<file path="src/rtl/ninjakun_tile_layer_if.sv">
// Bus between the tile layer, the CRTC counters, tile VRAM, tile ROM and the colour mixer.
interface ninjakun_tile_layer_if #(parameter int CAD_W = 13);
  logic [8:0]       PH;
  logic [8:0]       PV;
  logic [7:0]       SCX;
  logic [7:0]       SCY;
  logic             LAYEN;
  logic [9:0]       VAD;
  logic [15:0]      VDT;
  logic [CAD_W-1:0] CAD;
  logic [31:0]      CDT;
  logic [8:0]       PIXOUT;
  logic             OPQ;

  modport master (input PH, PV, SCX, SCY, LAYEN, VDT, CDT,
                  output VAD, CAD, PIXOUT, OPQ);
  modport slave  (output PH, PV, SCX, SCY, LAYEN, VDT, CDT,
                  input VAD, CAD, PIXOUT, OPQ);
endinterface

</file>
<file path="src/rtl/ninjakun_tile_layer.sv">
// Tilemap scanline generator: line-latched scroll, VRAM/ROM fetch keyed on the tile phase, 4bpp shifter.
// Optional per-tile X flip when NJTILE_FLIPX_EN is defined.
module ninjakun_tile_layer #(
  parameter logic [8:0] HOFS     = 9'd9,
  parameter logic [8:0] VOFS     = 9'd32,
  parameter int         CHR_W    = 10,
  parameter int         CAD_W    = 13,
  parameter int         CHR_BASE = 0,
  parameter logic [8:0] LATCH_H  = 9'd256
) (
  input logic                   VCLK,
  input logic                   RESET_N,
  ninjakun_tile_layer_if.master bus
);
  localparam logic [CAD_W-1:0] BASE = CAD_W'(CHR_BASE) << (CHR_W + 3);

  logic [7:0]  sxl, syl;
  logic [15:0] atr;
  logic [31:0] sh;
  logic [3:0]  pal;
  logic        pri, flx;

  logic [8:0]  posh, posv;
  logic [2:0]  p, idx;
  logic [3:0]  nib;
  logic [9:0]  chr;

  assign posh = bus.PH + {1'b0, sxl} + HOFS;
  assign posv = bus.PV + {1'b0, syl} + VOFS;
  assign p    = posh[2:0];
  assign chr  = {atr[13:12], atr[7:0]};

  // Nibble pairs are swapped within each byte; flip walks the same order backwards.
  assign idx = flx ? {~p[2:1], p[0]} : {p[2:1], ~p[0]};
  assign nib = sh[{idx, 2'b00} +: 4];

  logic unused_bits;
  assign unused_bits = &{1'b0, posh[8], posv[8], atr[14], chr};

  always_ff @(posedge VCLK or negedge RESET_N) begin
    if (!RESET_N) begin
      sxl        <= '0;
      syl        <= '0;
      atr        <= '0;
      sh         <= '0;
      pal        <= '0;
      pri        <= 1'b0;
      flx        <= 1'b0;
      bus.VAD    <= '0;
      bus.CAD    <= '0;
      bus.PIXOUT <= '0;
      bus.OPQ    <= 1'b0;
    end else begin
      if (bus.PH == LATCH_H) begin
        sxl <= bus.SCX;
        syl <= bus.SCY;
      end
      case (p)
        3'd1: bus.VAD <= {posv[7:3], posh[7:3]};
        3'd3: atr     <= bus.VDT;
        3'd4: bus.CAD <= BASE | CAD_W'({chr[CHR_W-1:0], posv[2:0]});
        3'd7: begin
          sh  <= bus.CDT;
          pal <= atr[11:8];
          pri <= atr[15];
`ifdef NJTILE_FLIPX_EN
          flx <= atr[14];
`else
          flx <= 1'b0;
`endif
        end
        default: ;
      endcase
      bus.PIXOUT <= {pri, pal, nib};
      bus.OPQ    <= (nib != 4'd0) & bus.LAYEN;
    end
  end
endmodule

</file>
<file path="src/flat_wrapper.sv">
// flat-port wrapper written by rule: the top's interface ports become plain ports
module ninjakun_tile_layer_flat 
#(
  parameter logic [8:0] HOFS     = 9'd9,
  parameter logic [8:0] VOFS     = 9'd32,
  parameter int         CHR_W    = 10,
  parameter int         CAD_W    = 13,
  parameter int         CHR_BASE = 0,
  parameter logic [8:0] LATCH_H  = 9'd256
)
  (VCLK, RESET_N, bus_PH, bus_PV, bus_SCX, bus_SCY, bus_LAYEN, bus_VDT, bus_CDT, bus_VAD, bus_CAD, bus_PIXOUT, bus_OPQ);
  ninjakun_tile_layer_if #(.CAD_W(CAD_W)) bus_i ();
  input logic VCLK;
  input logic RESET_N;
  input wire logic [$bits(bus_i.PH)-1:0] bus_PH;
  input wire logic [$bits(bus_i.PV)-1:0] bus_PV;
  input wire logic [$bits(bus_i.SCX)-1:0] bus_SCX;
  input wire logic [$bits(bus_i.SCY)-1:0] bus_SCY;
  input wire logic [$bits(bus_i.LAYEN)-1:0] bus_LAYEN;
  input wire logic [$bits(bus_i.VDT)-1:0] bus_VDT;
  input wire logic [$bits(bus_i.CDT)-1:0] bus_CDT;
  output wire logic [$bits(bus_i.VAD)-1:0] bus_VAD;
  output wire logic [$bits(bus_i.CAD)-1:0] bus_CAD;
  output wire logic [$bits(bus_i.PIXOUT)-1:0] bus_PIXOUT;
  output wire logic [$bits(bus_i.OPQ)-1:0] bus_OPQ;
  assign bus_i.PH = bus_PH;
  assign bus_i.PV = bus_PV;
  assign bus_i.SCX = bus_SCX;
  assign bus_i.SCY = bus_SCY;
  assign bus_i.LAYEN = bus_LAYEN;
  assign bus_i.VDT = bus_VDT;
  assign bus_i.CDT = bus_CDT;
  assign bus_VAD = bus_i.VAD;
  assign bus_CAD = bus_i.CAD;
  assign bus_PIXOUT = bus_i.PIXOUT;
  assign bus_OPQ = bus_i.OPQ;
  ninjakun_tile_layer #(.HOFS(HOFS), .VOFS(VOFS), .CHR_W(CHR_W), .CAD_W(CAD_W), .CHR_BASE(CHR_BASE), .LATCH_H(LATCH_H)) u_core (.VCLK(VCLK), .RESET_N(RESET_N), .bus(bus_i));
endmodule
</file>
<file path="config.mk">
export PLATFORM = sky130hd
export DESIGN_NAME = ninjakun_tile_layer_flat
export DESIGN_NICKNAME = d
export VERILOG_FILES = /design/src/rtl/ninjakun_tile_layer_if.sv /design/src/rtl/ninjakun_tile_layer.sv /design/src/flat_wrapper.sv
export SDC_FILE = /design/constraint.sdc
export NUM_CORES = 1
export LEC_CHECK = 0
export CAP_MARGIN = 5
export CORE_MARGIN = 4
export CORE_UTILIZATION = 25
export DETAILED_ROUTE_END_ITERATION = 16
export PLACE_DENSITY_LB_ADDON = 0.1
export SYNTH_ARGS = -nofsm -noshare
export SYNTH_HDL_FRONTEND = slang
export SYNTH_SLANG_ARGS = --single-unit
export TNS_END_PERCENT = 50
</file>
<file path="constraint.sdc">
create_clock -name VCLK -period 3.4 [get_ports VCLK]
set_input_delay 0.51 -clock VCLK [delete_from_list [all_inputs] [get_ports VCLK]]
set_output_delay 0.51 -clock VCLK [all_outputs]
set_load 0.05 [all_outputs]
</file>
==> flow_metrics.tcl, run 1 <==
set metrics [dict create \
    reg2reg_depth 8 \
    cts_max_level 3 \
    ir_drop_mv 0.259 \
    status "finished, final reports clean" \
    rows 49 \
    crit_top_cell "ha_1" \
    synth_area_leader_cell "dfrtp_1" \
    dieArea_um2 20900 \
    areaGrowthSynthToFinish_pct 38.8 \
    fin_worst_skew_ns 0.00958 \
    fp.dieH_um 145 \
    syn_inst 324 \
    overflow 0 \
    synthDominantCellAreaShare_pct 54.2 \
    finalCriticalPeriod_ns 2.82 \
    final_nets 565 \
    ctsHoldBuffers 0 \
    postCtsSetupRepairBufs 0 \
    synth_seq_cells 101 \
    r2r-end "u_core.sh[20]$_DFFE_PN0N_" \
    hp-class "input pin to async pin" \
    yosys.area_share.simple_pct 3.70 \
    whs_ns 0.223 \
    worst_pin_slew_ns 0.795 \
    async_flop_share_pct 100 \
    cp_num_buf_inv 4 \
    path_max_fanout 30 \
    synth_edf_count 0 \
    firstDrtPassIters 4 \
    num_vias 3012 \
    antenna_found_initial 0 \
    synth_compound_area_share_pct 5.23 \
    rrSetupSlack_ns 0.81 \
    multi_input_area_um2 2010 \
    synth_adder_area_share_pct 7.84 \
    synth.area.top_cells "dfrtp_1 54%, mux2_1 17%, ha_1 7.0%, mux2_2 3.1%, mux4_2 2.4%" \
    leakagePower_nw 2.87 \
    ant_nets 0 \
    area.sequential_um2 2530 \
    core_area_um2 18100 \
    grt_first_pass_wirelength_mm 17.5 \
    synth.avg_cell_area_um2 14.4 \
    dp_cells 670 \
    worstPathArrival_ns 3.06 \
    clkLatencyLatePin_ns 0.35 \
    start_kind "input pin" \
    synth_xor_area_share_pct 1.77 \
    worstPathRequired_ns 3.64 \
    wl_mm 10.9 \
    cts_tree "done" \
    cts_root_buffer "clkbuf_16" \
    grt_usage_pct 10.9 \
    port_buffers 115 \
    fmaxAchievable_mhz 354 \
    slew_violations 0 \
    max_stage_delay_ns 0.44 \
    dpl.hpwl_mm 8.20 \
    cts_buffers 9 \
    setup_viol 0 \
    grt_max_degree 60 \
    cp_cell_sequence "clkdlybuf4s50_1, ha_1, ha_1, inv_1, fa_1, buf_4, nor3b_2, buf_12, mux2_1" \
    period_share_pct 83.0 \
    finalSetupTns_ns 0 \
    synth_top_family_by_area "multiplexers" \
    yosysWarnings 0 \
    crit_cells 9 \
    path_clk_slew_ns 0.08 \
    endpoint_kind "flip-flop" \
    drive_gt1_share_pct 11.2 \
    hold_viol_final 0 \
    diodes 0 \
    synth_area_um2 4660 \
    wl_per_cell_um 15.9 \
    drc 0 \
    path_class "input pin to flip-flop" \
    pin_count 118 \
    gp_congestion 0.712 \
    slowest_stage "fa_1" \
    cts_buffer_depth 2 \
    crit_family "adder cells" \
    ys_seq_area_share_pct 54.2 \
    synth_cell_types 39 \
    p_per_area_nw_per_um2 663 \
    vias_per_cell 4.39 \
    max-cap-violations 0 \
    final_cells 686 \
    initial_core_util_pct 25.7 \
    r2r-start "u_core.sxl[1]$_DFFE_PN0N_" \
    die-width_um 145 \
    ctsResizeCount 0 \
    first_global_vias 3308 \
    synth_fp_nets 437 \
    synth.area.mux_share_pct 24.4 \
    slew_headroom_pct 47.0 \
    final.fill_count 1747 \
    drt_iter0_markers 79 \
    power.total_w 0.00429 \
    mostFrequentLayoutCells "114 x clkdlybuf4s50_1, 101 x dfrtp_1, 71 x mux2_1, 26 x ha_1, 19 x inv_1" \
    clock-sinks 101 \
    synthFlopType "dfrtp_1" \
    grt_setup_unrepaired "false" \
    mostFrequentLayoutCell "clkdlybuf4s50_1" \
]
## layout make-up
cell class | instances | share of cell area [%]
clock buffers | 9 | 3.48
clock inverters | 7 | 1.12
inverters | 19 | 1.10
multi-input cells | 192 | 31.0
flip-flops and latches | 101 | 39.1
well taps | 229 | 4.43
repair buffers | 129 | 19.8
## flip-flops by register name, indices dropped and copies added, names as in the netlist, 4 cells and up
register           flops
u_core.sh             32
u_core.atr            15
u_core.bus.CAD        13
u_core.bus.VAD        10
u_core.bus.PIXOUT      9
u_core.sxl             8
u_core.syl             8
u_core.pal             4
## worst max path at each step
stage	endpoint	slack [ns]	from
global route	u_core.sh[7]$_DFFE_PN0N_	0.46	bus_PH[1]
global placement	u_core.sh[11]$_DFFE_PN0N_	0.20	bus_PH[1]
CTS	u_core.sh[27]$_DFFE_PN0N_	0.56	bus_PH[1]
finish	u_core.sh[20]$_DFFE_PN0N_	0.58	bus_PH[1]
floorplan	u_core.bus.VAD[4]$_DFFE_PN0N_	0.63	bus_PH[1]
detailed placement	u_core.sh[27]$_DFFE_PN0N_	0.19	bus_PH[1]
## cells by family after synthesis
logic type	after synthesis
AO/OA/AOI/OAI	34
XOR/XNOR	6
adder cells (fa/ha/maj)	28
buffers and inverters	31
flip-flops	101
multiplexers	92
AND/OR/NAND/NOR	32
## stage by stage
stage / setup WS (ns) / util [%] / cell area [um^2]
3_5_place_dp: 0.189 / 34.0 / 6170
6_report: 0.576 / 35.6 / 6470
4_1_cts: 0.556 / 35.6 / 6470
5_1_grt: 0.463 / 35.6 / 6470
3_3_place_gp: 0.197 / 34.0 / 6170
2_1_floorplan: 0.632 / - / 4660
## synthesized netlist by cell type, types with 3 or more instances
| cell type | n |
|---|---|
| a21o_1 | 6 |
| a21oi_1 | 4 |
| buf_2 | 6 |
| clkbuf_1 | 4 |
| dfrtp_1 | 101 |
| ha_1 | 26 |
| inv_1 | 19 |
| mux2_1 | 71 |
| mux2_2 | 13 |
| mux4_1 | 3 |
| mux4_2 | 5 |
| nand2_1 | 10 |
| nand3b_1 | 3 |
| nor2_1 | 5 |
| o21ai_1 | 5 |
| o31a_1 | 4 |
| xor2_1 | 4 |
## power breakdown
part / total, W / internal (W) / switching, W
sequential: 0.00172 / 0.00156 / 0.000167
combinational: 0.00152 / 0.000642 / 0.000880
clock: 0.00104 / 0.000522 / 0.000521
## per-layer routing
layer  global-route usage [%]  vias up  share of wire (%)
li1                         -     1428                  -
met1                     13.7     1499                 45
met2                     18.2       77                 48
met3                     3.17        8                5.6
met4                     3.68        0                1.4
met5                        0        -                  0
Note: power is estimated with default switching activity, not from simulation.
==> run 2, diff against run 1 <==
==> constraint.sdc (replaced) <==
create_clock -name VCLK -period 2.86 [get_ports VCLK]
set_input_delay 0.429 -clock VCLK [delete_from_list [all_inputs] [get_ports VCLK]]
set_output_delay 0.429 -clock VCLK [all_outputs]
set_load 0.05 [all_outputs]
==> run 2 against run 1 <==
Critical path depth is the same. Setup slack lost 0.42 ns. Combinational power grew 21%. Utilization grew 0.74 points. Final area grew 2.1%. Count of clock-buffer cells in the layout is the same. Via count grew 0.33%. Largest cell class unchanged. Total power grew 18%. Sequential power grew 19%. Sequential cell count is the same. Routed wire length shrank 2.6%. First-iteration DRC count shrank 19%.
==> flow_metrics.tcl, run 2 (synthesis gave the netlist of run 1 again) <==
set metrics [dict create \
    status "finished, final reports clean" \
    pin_count 118 \
    p_per_area_nw_per_um2 767 \
    areaGrowthSynthToFinish_pct 41.7 \
    dp_cells 681 \
    leakagePower_nw 2.95 \
    regMostFlops "u_core.sh" \
    ir_drop_mv 0.379 \
    grt_max_degree 41 \
    endpoint_kind "flip-flop" \
    wl_per_cell_um 15.3 \
    final_cells 697 \
    final_nets 576 \
    ant_nets 0 \
    fp.dieH_um 145 \
    worst_pin_slew_ns 0.562 \
    initial_core_util_pct 25.7 \
    rows 49 \
    largest_register_ffs 32 \
    worstPathRequired_ns 3.09 \
    whs_ns 0.0689 \
    finalCriticalPeriod_ns 2.71 \
    antenna_found_initial 0 \
    max-cap-violations 0 \
    firstDrtPassIters 4 \
    fmaxAchievable_mhz 370 \
    hp-class "input pin to async pin" \
    mostFrequentLayoutCell "clkdlybuf4s50_1" \
    slowest_stage "fa_1" \
    crit_family "adder cells" \
    cp_cell_sequence "clkdlybuf4s50_1, ha_1, ha_1, inv_1, fa_1, buf_4, nor3b_4, buf_12, mux2_1" \
    design_area_um2 6600 \
    drive_gt1_share_pct 13.2 \
    grt_usage_pct 11.0 \
    cts_tree "done" \
    cts_buffer_depth 2 \
    vias_per_cell 4.34 \
    worstPathArrival_ns 2.94 \
    final.fill_count 1789 \
    hold_viol_final 0 \
    period_share_pct 94.6 \
    core_area_um2 18100 \
    setup_viol 0 \
    diodes 0 \
    grt_first_pass_wirelength_mm 17.7 \
    slew_violations 0 \
    die-width_um 145 \
    clock-sinks 101 \
    fin_worst_skew_ns 0.00721 \
    placed_area_um2 6320 \
    max_stage_delay_ns 0.44 \
    cts_max_level 3 \
    cts_root_buffer "clkbuf_16" \
    cts_buffers 9 \
    crit_top_cell "ha_1" \
    path_max_fanout 25 \
    start_kind "input pin" \
    cp_num_buf_inv 4 \
    port_buffers 115 \
    clkLatencyLatePin_ns 0.35 \
    slew_headroom_pct 62.5 \
    path_class "input pin to flip-flop" \
    wl_mm 10.6 \
    reg_top3 "u_core.sh x32, u_core.atr x15, u_core.bus.CAD x13" \
    dieArea_um2 20900 \
    postCtsSetupRepairBufs 0 \
    grt_setup_unrepaired "false" \
    num_vias 3022 \
    ctsHoldBuffers 0 \
    drc 0 \
    overflow 0 \
    path_clk_slew_ns 0.07 \
    power.total_w 0.00507 \
    mostFrequentLayoutCells "114 x clkdlybuf4s50_1, 101 x dfrtp_1, 71 x mux2_1, 26 x ha_1" \
    first_global_vias 3425 \
    ctsResizeCount 0 \
    dpl.hpwl_mm 8.20 \
    gp_congestion 0.697 \
    finalSetupTns_ns 0 \
    drt_iter0_markers 64 \
]
run 2: cell types whose count changed in the layout (fill, tap and decap cells not counted), sizes merged:
cell and change:
buf +11, clkinv +1, clkinvlp +1, inv -2
run 2: layer usage:
metal / vias to the layer above / share of wire (%) / GRT usage [%]
li1: 1453 / - / -
met5: - / 0 / 0
met1: 1487 / 46 / 14.1
met3: 8 / 6.1 / 3.97
met4: 0 / 1.2 / 3.24
met2: 74 / 47 / 17.5
run 2: path summary, 6_finish.rpt:
path                                           startpoint                             end  slack, ns  cells past startpoint
worst max-delay path                            bus_PH[1]        u_core.sh[0]$_DFFE_PN0N_       0.15                      9
worst min-delay path                              RESET_N       u_core.sxl[6]$_DFFE_PN0N_       0.07                      1
worst max register to register  u_core.sxl[1]$_DFFE_PN0N_        u_core.sh[0]$_DFFE_PN0N_       0.30                      8
worst min register to register  u_core.pal[3]$_DFFE_PN0N_  u_core.bus.PIXOUT[7]$_DFF_PN0_       0.37                      0
max in group asynchronous                         RESET_N       u_core.syl[3]$_DFFE_PN0N_       2.16                      2
min in group VCLK               u_core.pal[3]$_DFFE_PN0N_  u_core.bus.PIXOUT[7]$_DFF_PN0_       0.37                      0
run 2: per-stage QoR:
step                      worst slack [ns]  util, %
after floorplan                      0.173        -
after global placement              -0.265     34.8
after detailed placement            -0.285     34.8
after CTS                           0.0756     36.4
after global routing                0.0173     36.4
final                                0.154     36.4
run 2: layout make-up:
cell class | count | area, um^2 | area share [%]
multi-input combinational | 192 | 2010 | 30.5
clock buffer | 9 | 225 | 3.41
tap | 229 | 287 | 4.34
sequential | 101 | 2530 | 38.3
clock inverter | 7 | 56.3 | 0.853
inverter | 19 | 71.3 | 1.08
timing repair buffer | 140 | 1420 | 21.6
run 2: power breakdown:
group          total [W]  switching (W)  internal (W)  leakage (nW)
combinational    0.00184        0.00105      0.000796          1.57
sequential       0.00205       0.000201       0.00185          1.24
clock            0.00117       0.000568      0.000603         0.136
